`src/rtl/imm_decode_stage.sv`:
```
// Immediate-decode pipeline stage: decodes RV immediates at acceptance and
// buffers results in a main register plus one skid entry behind a registered in_ready.
module imm_decode_stage #(
  parameter int unsigned XLEN     = 32,
  parameter int unsigned ZIMM_CSR = 1,
  parameter int unsigned TAG_W    = 32
) (
  input  logic             clk,
  input  logic             rst,
  input  logic             flush,
  input  logic             in_valid,
  output logic             in_ready,
  input  logic [31:0]      in_inst,
  input  logic [TAG_W-1:0] in_tag,
  output logic             out_valid,
  input  logic             out_ready,
  output logic [31:0]      out_inst,
  output logic [TAG_W-1:0] out_tag,
  output logic [XLEN-1:0]  out_imm,
  output logic [2:0]       out_fmt,
  output logic             out_illegal
);

  localparam logic [2:0] FMT_R = 3'd0;
  localparam logic [2:0] FMT_I = 3'd1;
  localparam logic [2:0] FMT_S = 3'd2;
  localparam logic [2:0] FMT_B = 3'd3;
  localparam logic [2:0] FMT_U = 3'd4;
  localparam logic [2:0] FMT_J = 3'd5;
  localparam logic [2:0] FMT_Z = 3'd6;

  typedef struct packed {
    logic [31:0]      inst;
    logic [TAG_W-1:0] tag;
    logic [XLEN-1:0]  imm;
    logic [2:0]       fmt;
    logic             illegal;
  } entry_t;

  logic [XLEN-1:0] imm_i, imm_s, imm_b, imm_u, imm_j, imm_z;
  entry_t          dec_c;

  assign imm_i = XLEN'($signed(in_inst[31:20]));
  assign imm_s = XLEN'($signed({in_inst[31:25], in_inst[11:7]}));
  assign imm_b = XLEN'($signed({in_inst[31], in_inst[7], in_inst[30:25], in_inst[11:8], 1'b0}));
  assign imm_u = XLEN'($signed({in_inst[31:12], 12'b0}));
  assign imm_j = XLEN'($signed({in_inst[31], in_inst[19:12], in_inst[20], in_inst[30:21], 1'b0}));
  assign imm_z = XLEN'(in_inst[19:15]);

  // Opcode classification; every listed opcode already implies inst[1:0] == 2'b11
  always_comb begin
    dec_c.inst    = in_inst;
    dec_c.tag     = in_tag;
    dec_c.imm     = '0;
    dec_c.fmt     = FMT_R;
    dec_c.illegal = 1'b0;
    case (in_inst[6:0])
      7'h03, 7'h13, 7'h67, 7'h0F: begin dec_c.fmt = FMT_I; dec_c.imm = imm_i; end
      7'h73: begin
        if ((ZIMM_CSR != 0) && in_inst[14]) begin
          dec_c.fmt = FMT_Z; dec_c.imm = imm_z;
        end else begin
          dec_c.fmt = FMT_I; dec_c.imm = imm_i;
        end
      end
      7'h23:        begin dec_c.fmt = FMT_S; dec_c.imm = imm_s; end
      7'h63:        begin dec_c.fmt = FMT_B; dec_c.imm = imm_b; end
      7'h17, 7'h37: begin dec_c.fmt = FMT_U; dec_c.imm = imm_u; end
      7'h6F:        begin dec_c.fmt = FMT_J; dec_c.imm = imm_j; end
      7'h33:        dec_c.fmt = FMT_R;
      7'h1B: begin
        if (XLEN == 64) begin dec_c.fmt = FMT_I; dec_c.imm = imm_i; end
        else dec_c.illegal = 1'b1;
      end
      7'h3B:   dec_c.illegal = (XLEN != 64);
      default: dec_c.illegal = 1'b1;
    endcase
  end

  entry_t main_q, main_d, skid_q, skid_d;
  logic   out_valid_q, out_valid_d;
  logic   skid_valid_q, skid_valid_d;
  logic   in_ready_q, in_ready_d;
  logic   accept, main_free;

  assign accept    = in_valid & in_ready_q;
  assign main_free = ~out_valid_q | out_ready;

  // Skid is only ever valid while main is full, so accept and skid refill never coincide
  always_comb begin
    main_d       = main_q;
    skid_d       = skid_q;
    out_valid_d  = out_valid_q;
    skid_valid_d = skid_valid_q;
    if (flush) begin
      out_valid_d  = 1'b0;
      skid_valid_d = 1'b0;
    end else if (main_free) begin
      if (skid_valid_q) begin
        main_d       = skid_q;
        out_valid_d  = 1'b1;
        skid_valid_d = 1'b0;
      end else begin
        out_valid_d = accept;
        if (accept) main_d = dec_c;
      end
    end else if (accept) begin
      skid_d       = dec_c;
      skid_valid_d = 1'b1;
    end
    in_ready_d = ~skid_valid_d;
  end

  always_ff @(posedge clk or posedge rst) begin
    if (rst) begin
      main_q       <= '0;
      skid_q       <= '0;
      out_valid_q  <= 1'b0;
      skid_valid_q <= 1'b0;
      in_ready_q   <= 1'b1;
    end else begin
      main_q       <= main_d;
      skid_q       <= skid_d;
      out_valid_q  <= out_valid_d;
      skid_valid_q <= skid_valid_d;
      in_ready_q   <= in_ready_d;
    end
  end

  assign in_ready    = in_ready_q;
  assign out_valid   = out_valid_q;
  assign out_inst    = main_q.inst;
  assign out_tag     = main_q.tag;
  assign out_imm     = main_q.imm;
  assign out_fmt     = main_q.fmt;
  assign out_illegal = main_q.illegal;

endmodule

```
`config.mk`:
```
export PLATFORM = sky130hd
export DESIGN_NAME = imm_decode_stage
export DESIGN_NICKNAME = d
export VERILOG_FILES = /design/src/rtl/imm_decode_stage.sv
export SDC_FILE = /design/constraint.sdc
export NUM_CORES = 1
export LEC_CHECK = 0
export ABC_AREA = 1
export CORE_ASPECT_RATIO = 2
export CORE_MARGIN = 5
export CORE_UTILIZATION = 55
export CTS_BUF_LIST = sky130_fd_sc_hd__clkbuf_16
export CTS_CLUSTER_SIZE = 12
export DETAILED_ROUTE_END_ITERATION = 10
export PLACE_DENSITY = 0.83
export SYNTH_ARGS = -nofsm -noshare
export SYNTH_HDL_FRONTEND = slang
export SYNTH_SLANG_ARGS = --single-unit
```
`constraint.sdc`:
```
create_clock -name clk -period 13.6 [get_ports clk]
set_input_delay 2.72 -clock clk [delete_from_list [all_inputs] [get_ports clk]]
set_output_delay 2.72 -clock clk [all_outputs]
set_load 0.05 [all_outputs]
```
After elaboration in Yosys (flattened, before gate mapping)
Cells that the tools add are included.
Operators by class
  $lt $le $gt $ge: 0
  shift-type cells: 0
  equality and inequality tests: 11
  reductions and logical operators: 7
  multiplexer cells: 12
  multiply operators: 0
  bitwise logic cells: 6
  divide/modulo/power cells: 0
  $add $sub $neg: 0
Operators with widths (number)
  100-bit 2-to-1 mux: 2
  32-bit one-hot mux with 6 select lines: 1
  35-bit 2-to-1 mux: 1
  7-bit == test (second input constant): 4
  7-bit by 6-bit == test with 1-bit output (second input constant): 3
  3-bit one-hot mux with 6 select lines: 1
  7-bit by 5-bit == test with 1-bit output (second input constant): 2
  11-bit OR reduction: 1
  7-bit by 2-bit == test with 1-bit output (second input constant): 1
  7-bit by 4-bit == test with 1-bit output (second input constant): 1
  1-bit 2-to-1 mux: 7
  3-bit AND reduction: 2
  1-bit inverter: 4
  2-bit nonzero test: 2
  4-bit OR reduction: 1
  2-bit OR reduction: 1
  1-bit AND: 1
  1-bit bitwise OR: 1
Word-level totals
  register bits: 203
  memory bits (writable): 0
  bits in latches: 0
  memories kept: 0
  memory bits (read-only): 0
  word-level logic and storage cells: 49
  input bits: 69

Longest topological paths before layout
  depth in word-level cells: 5
  mapped depth: 12
  depth with buffers taken out: 11

Least setup slack after synthesis
Ideal clock, no wire load.
  path kind: input port to flip-flop
  start point: input port out_ready
  end point: register skid_q[63] (netlist name)
  data required time: 13.470 ns
  cell stages on the path: 10
  data arrival time: 3.691 ns
  path slack: 9.778 ns
  buffers on the path: 2
  path through: nor2_1 -> inv_1 -> nor2_1 -> inv_1 -> nor2_4 -> inv_2 -> buf_2 -> clkbuf_1 -> nand2_1 -> o21ai_0
On the way
  word-level cells in the longest chain between the ends: 3
RTL lines
  from (decl): line 16  | input logic out_ready,
  1-bit bitwise OR: line 87  | assign main_free = ~out_valid_q | out_ready;
  1-bit inverter (no source line)
  3-bit AND reduction (no source line)
  to (signal assigned): line 123  | skid_q <= skid_d;
  to (decl): line 80  | entry_t main_q, main_d, skid_q, skid_d;
No other way between the ends.
A chain may end at the register's enable or synchronous reset.

Worst setup path in the final report
  start point: input port out_ready
  end point: register skid_q[79] (netlist name)
The elaborated chain is that of the path after synthesis.

==> impl_metrics.json <==
{
  "status": "finished clean",
  "global_route_total_usage_across_every_layer_pct": 25.5,
  "grt_pass1_vias": 8272,
  "area_contributors_post_synth": "sky130_fd_sc_hd__dfrtp_1, sky130_fd_sc_hd__nand2_1, sky130_fd_sc_hd__o21ai_0",
  "synth_fp_nets": 1299,
  "cpLargestDelayFamily": "buffers and inverters",
  "clk_transition_reported_paths_ns": 0.06,
  "tritoncts": "done",
  "synth.most_common_cell": "sky130_fd_sc_hd__nand2_1",
  "die_x_um": 103,
  "clock_tree.buffer_depth": 3,
  "worstSetupEndpointType": "register",
  "synth_largest_type_area_fraction_pct": 53.0,
  "setup_viol": 0,
  "path_cells": "clkdlybuf4s50_1 -> nor2_1 -> inv_1 -> nor2_1 -> inv_1 -> nor2_4 -> buf_4 -> clkinv_2 -> buf_4 -> o21ai_0",
  "critPathRequiredTime_ns": 13.99,
  "path_class": "in -> reg",
  "grt_max_degree": 144,
  "synth-seq-area-share_pct": 53.3,
  "syn-cell-area_um2": 9540,
  "rows": 68,
  "detail_route.drc_violations": 0,
  "peakVddDrop_v": 0.000101,
  "pleak_nw": 6.14,
  "min-delay-path-class": "reg -> reg",
  "power_density_nw_per_um2": 147,
  "ys_async_sr_fraction_pct": 100,
  "synth_enable_flop_cells": 0,
  "antenna_violations_before_repair": 0,
  "worst_max_slew_pin_slew_ns": 0.984,
  "clock_h_tree_levels": 1,
  "report.power.total_w": 0.00174,
  "die_h_um": 196,
  "crit_path_top_delay_cell": "sky130_fd_sc_hd__buf_4",
  "cts_hold_buffers": 0,
  "timing.slew.headroom_pct": 34.4,
  "drt_wl_total_um": 25600,
  "netlist_instances": 1230,
  "route.vias.total": 8555,
  "postLayoutCellArea_um2": 11800,
  "worst-path-max-fanout": 113,
  "cts.repair_timing.setup_buffer_count": 0,
  "synthDistinctLibCells": 24,
  "routedWlPerCell_um": 16.3,
  "max_capacitance_violation_total": 0,
  "diodes": 0,
  "design.core.area_um2": 17200,
  "synth-main-ff-cell": "sky130_fd_sc_hd__dfrtp_1",
  "slew_viol_final": 0,
  "critical_path_arrival_ns": 5.50,
  "cts_made_buffers": 21,
  "post_synth.cell_area_avg_um2": 7.76,
  "first_pass_grt_wire_length_um": 41100,
  "synth.cells.most_frequent": "sky130_fd_sc_hd__nand2_1, sky130_fd_sc_hd__o21ai_0, sky130_fd_sc_hd__dfrtp_1",
  "drt-initial-drc-count": 575,
  "first_pass_drt_iterations": 5,
  "clkSinkCount": 203,
  "placed_area_um2": 11200,
  "min_period_over_period_pct": 37.6,
  "cts_resized": 0,
  "clock_insertion_delay_at_the_later_pin_of_the_skew_report_ns": 0.50,
  "synth.ff_latch_count": 203,
  "critical-path-max-stage-delay_ns": 0.52,
  "boundaryPins": 171,
  "initial_utilization_pct": 55.5,
  "cp-start-kind": "input pin",
  "rsz0062_at_grt": "no",
  "cp_num_buf_inv": 6,
  "timing.clock.skew_ns": 0.0113,
  "ys.warnings.count": 0,
  "finalSetupTns_ns": 0,
  "gp_congestion": 0.889,
  "vias_per_cell": 5.45,
  "rr_worst_depth": 9,
  "ant_nets": 0,
  "final_nets": 1421,
  "finalCriticalPeriod_ns": 5.12,
  "finalHoldViolCount": 0,
  "globalRoute.totalOverflow": 0,
  "syn2layout_area_growth_pct": 23.6,
  "holdPathStages": 2,
  "worst-path-stages": 10,
  "port-buffer-count": 170,
  "root_buffer": "sky130_fd_sc_hd__clkbuf_16",
  "fraction_of_final_layout_cells_sized_beyond_drive_strength_1_pct": 4.04,
  "dominant_cell_type_by_area_after_synthesis": "sky130_fd_sc_hd__dfrtp_1",
  "hpwlAfterDp_um": 17400,
  "layout.core_utilization_pct": 68.6,
  "fp.dieArea_um2": 20200,
  "maximum_clock_frequency_mhz": 195
}
==> per-layer routing <==
layer | share of wire, % | wire length, um | vias to the layer above | GRT usage (%)
li1 | - | - | 4171 | -
met2 | 50 | 12800 | 321 | 42.4
met4 | 5.1 | 1320 | 0 | 12.1
met3 | 6.2 | 1580 | 69 | 3.52
met1 | 39 | 9860 | 3994 | 32.1
met5 | 0 | 0 | - | 0
==> registers in the layout (all words and copies together), names as in the netlist <==
name	flops
out_valid	1
skid_valid_q	1
out_fmt	3
out_imm	32
out_inst	32
skid_q	100
in_ready	1
out_tag	32
out_illegal	1
==> worst register-to-register path, stage by stage, from the launching register on <==
cell	delay (ns)
sky130_fd_sc_hd__dfrtp_1	0.62
sky130_fd_sc_hd__inv_4	0.76
sky130_fd_sc_hd__nand2_1	0.12
sky130_fd_sc_hd__nand2_1	0.12
sky130_fd_sc_hd__nor2_1	0.13
sky130_fd_sc_hd__inv_4	0.36
sky130_fd_sc_hd__buf_4	0.67
sky130_fd_sc_hd__nor2_1	0.15
sky130_fd_sc_hd__nand2_1	0.12
sky130_fd_sc_hd__nand2_1	0.06
==> stage by stage <==
step	hold WS [ns]	setup WS (ns)	std cells
after floorplan	0.444	5.34	1230
after global placement	0.460	8.13	1539
after detailed placement	0.464	8.08	1539
after CTS	0.481	8.56	1570
after global routing	0.494	8.23	1570
final	0.478	8.48	1570
==> power by group <==
group	internal, W	switching, W	total (W)	leakage, nW
combinational	0.000151	0.000304	0.000455	3.24
sequential	0.000717	0.0000611	0.000778	2.59
clock	0.000277	0.000228	0.000506	0.307
total	0.00115	0.000593	0.00174	6.14
==> cell type report <==
class / instances / area [um2]
clock buffer: 21 / 526
timing repair buffer: 177 / 1750
sequential: 203 / 5080
multi-input combinational: 856 / 3760
tap: 210 / 263
fill: 1425 / 5390
inverter: 93 / 363
clock inverter: 10 / 47.5
==> kinds of logic after synthesis <==
group	synth area share, %
and+or+nand+nor	26.2
AOI/OAI and AO/OA	13.3
DFF	53.3
buffers and inverters	7.32
==> final timing paths <==
path | start | slack (ns) | end
max in group asynchronous | rst | 9.37 | skid_q[26]$_DFFE_PP0P_
min reg2reg | out_imm[22]$_DFFE_PP0P_ | 0.48 | out_imm[22]$_DFFE_PP0P_
min in group asynchronous | rst | 2.86 | skid_q[61]$_DFFE_PP0P_
min | out_imm[22]$_DFFE_PP0P_ | 0.48 | out_imm[22]$_DFFE_PP0P_
max reg2reg | skid_valid_q$_DFF_PP0_ | 10.37 | out_imm[4]$_DFFE_PP0P_
max | out_ready | 8.48 | skid_q[79]$_DFFE_PP0P_
==> cell usage in the layout (no fill, tap or decap) <==
cell / instances
sky130_fd_sc_hd__nand3_2: 1
sky130_fd_sc_hd__inv_2: 6
sky130_fd_sc_hd__dfstp_2: 1
sky130_fd_sc_hd__nor3_1: 3
sky130_fd_sc_hd__nand3_1: 72
sky130_fd_sc_hd__a31oi_1: 15
sky130_fd_sc_hd__nor2_4: 4
sky130_fd_sc_hd__o21ai_0: 206
sky130_fd_sc_hd__nor2_1: 106
sky130_fd_sc_hd__clkdlybuf4s50_1: 170
sky130_fd_sc_hd__inv_8: 1
sky130_fd_sc_hd__o21ai_1: 11
sky130_fd_sc_hd__nand2_1: 394
sky130_fd_sc_hd__clkbuf_16: 21
sky130_fd_sc_hd__inv_4: 2
sky130_fd_sc_hd__inv_6: 2
sky130_fd_sc_hd__nand2_4: 3
sky130_fd_sc_hd__clkinv_1: 2
sky130_fd_sc_hd__nand2_2: 3
sky130_fd_sc_hd__nor3_2: 1
sky130_fd_sc_hd__nand4_1: 18
sky130_fd_sc_hd__buf_4: 7
sky130_fd_sc_hd__clkinv_2: 1
sky130_fd_sc_hd__dfrtp_1: 202
sky130_fd_sc_hd__nor2_2: 2
sky130_fd_sc_hd__a21oi_1: 17
sky130_fd_sc_hd__inv_1: 89
Note: power is estimated with default switching activity, not from simulation.
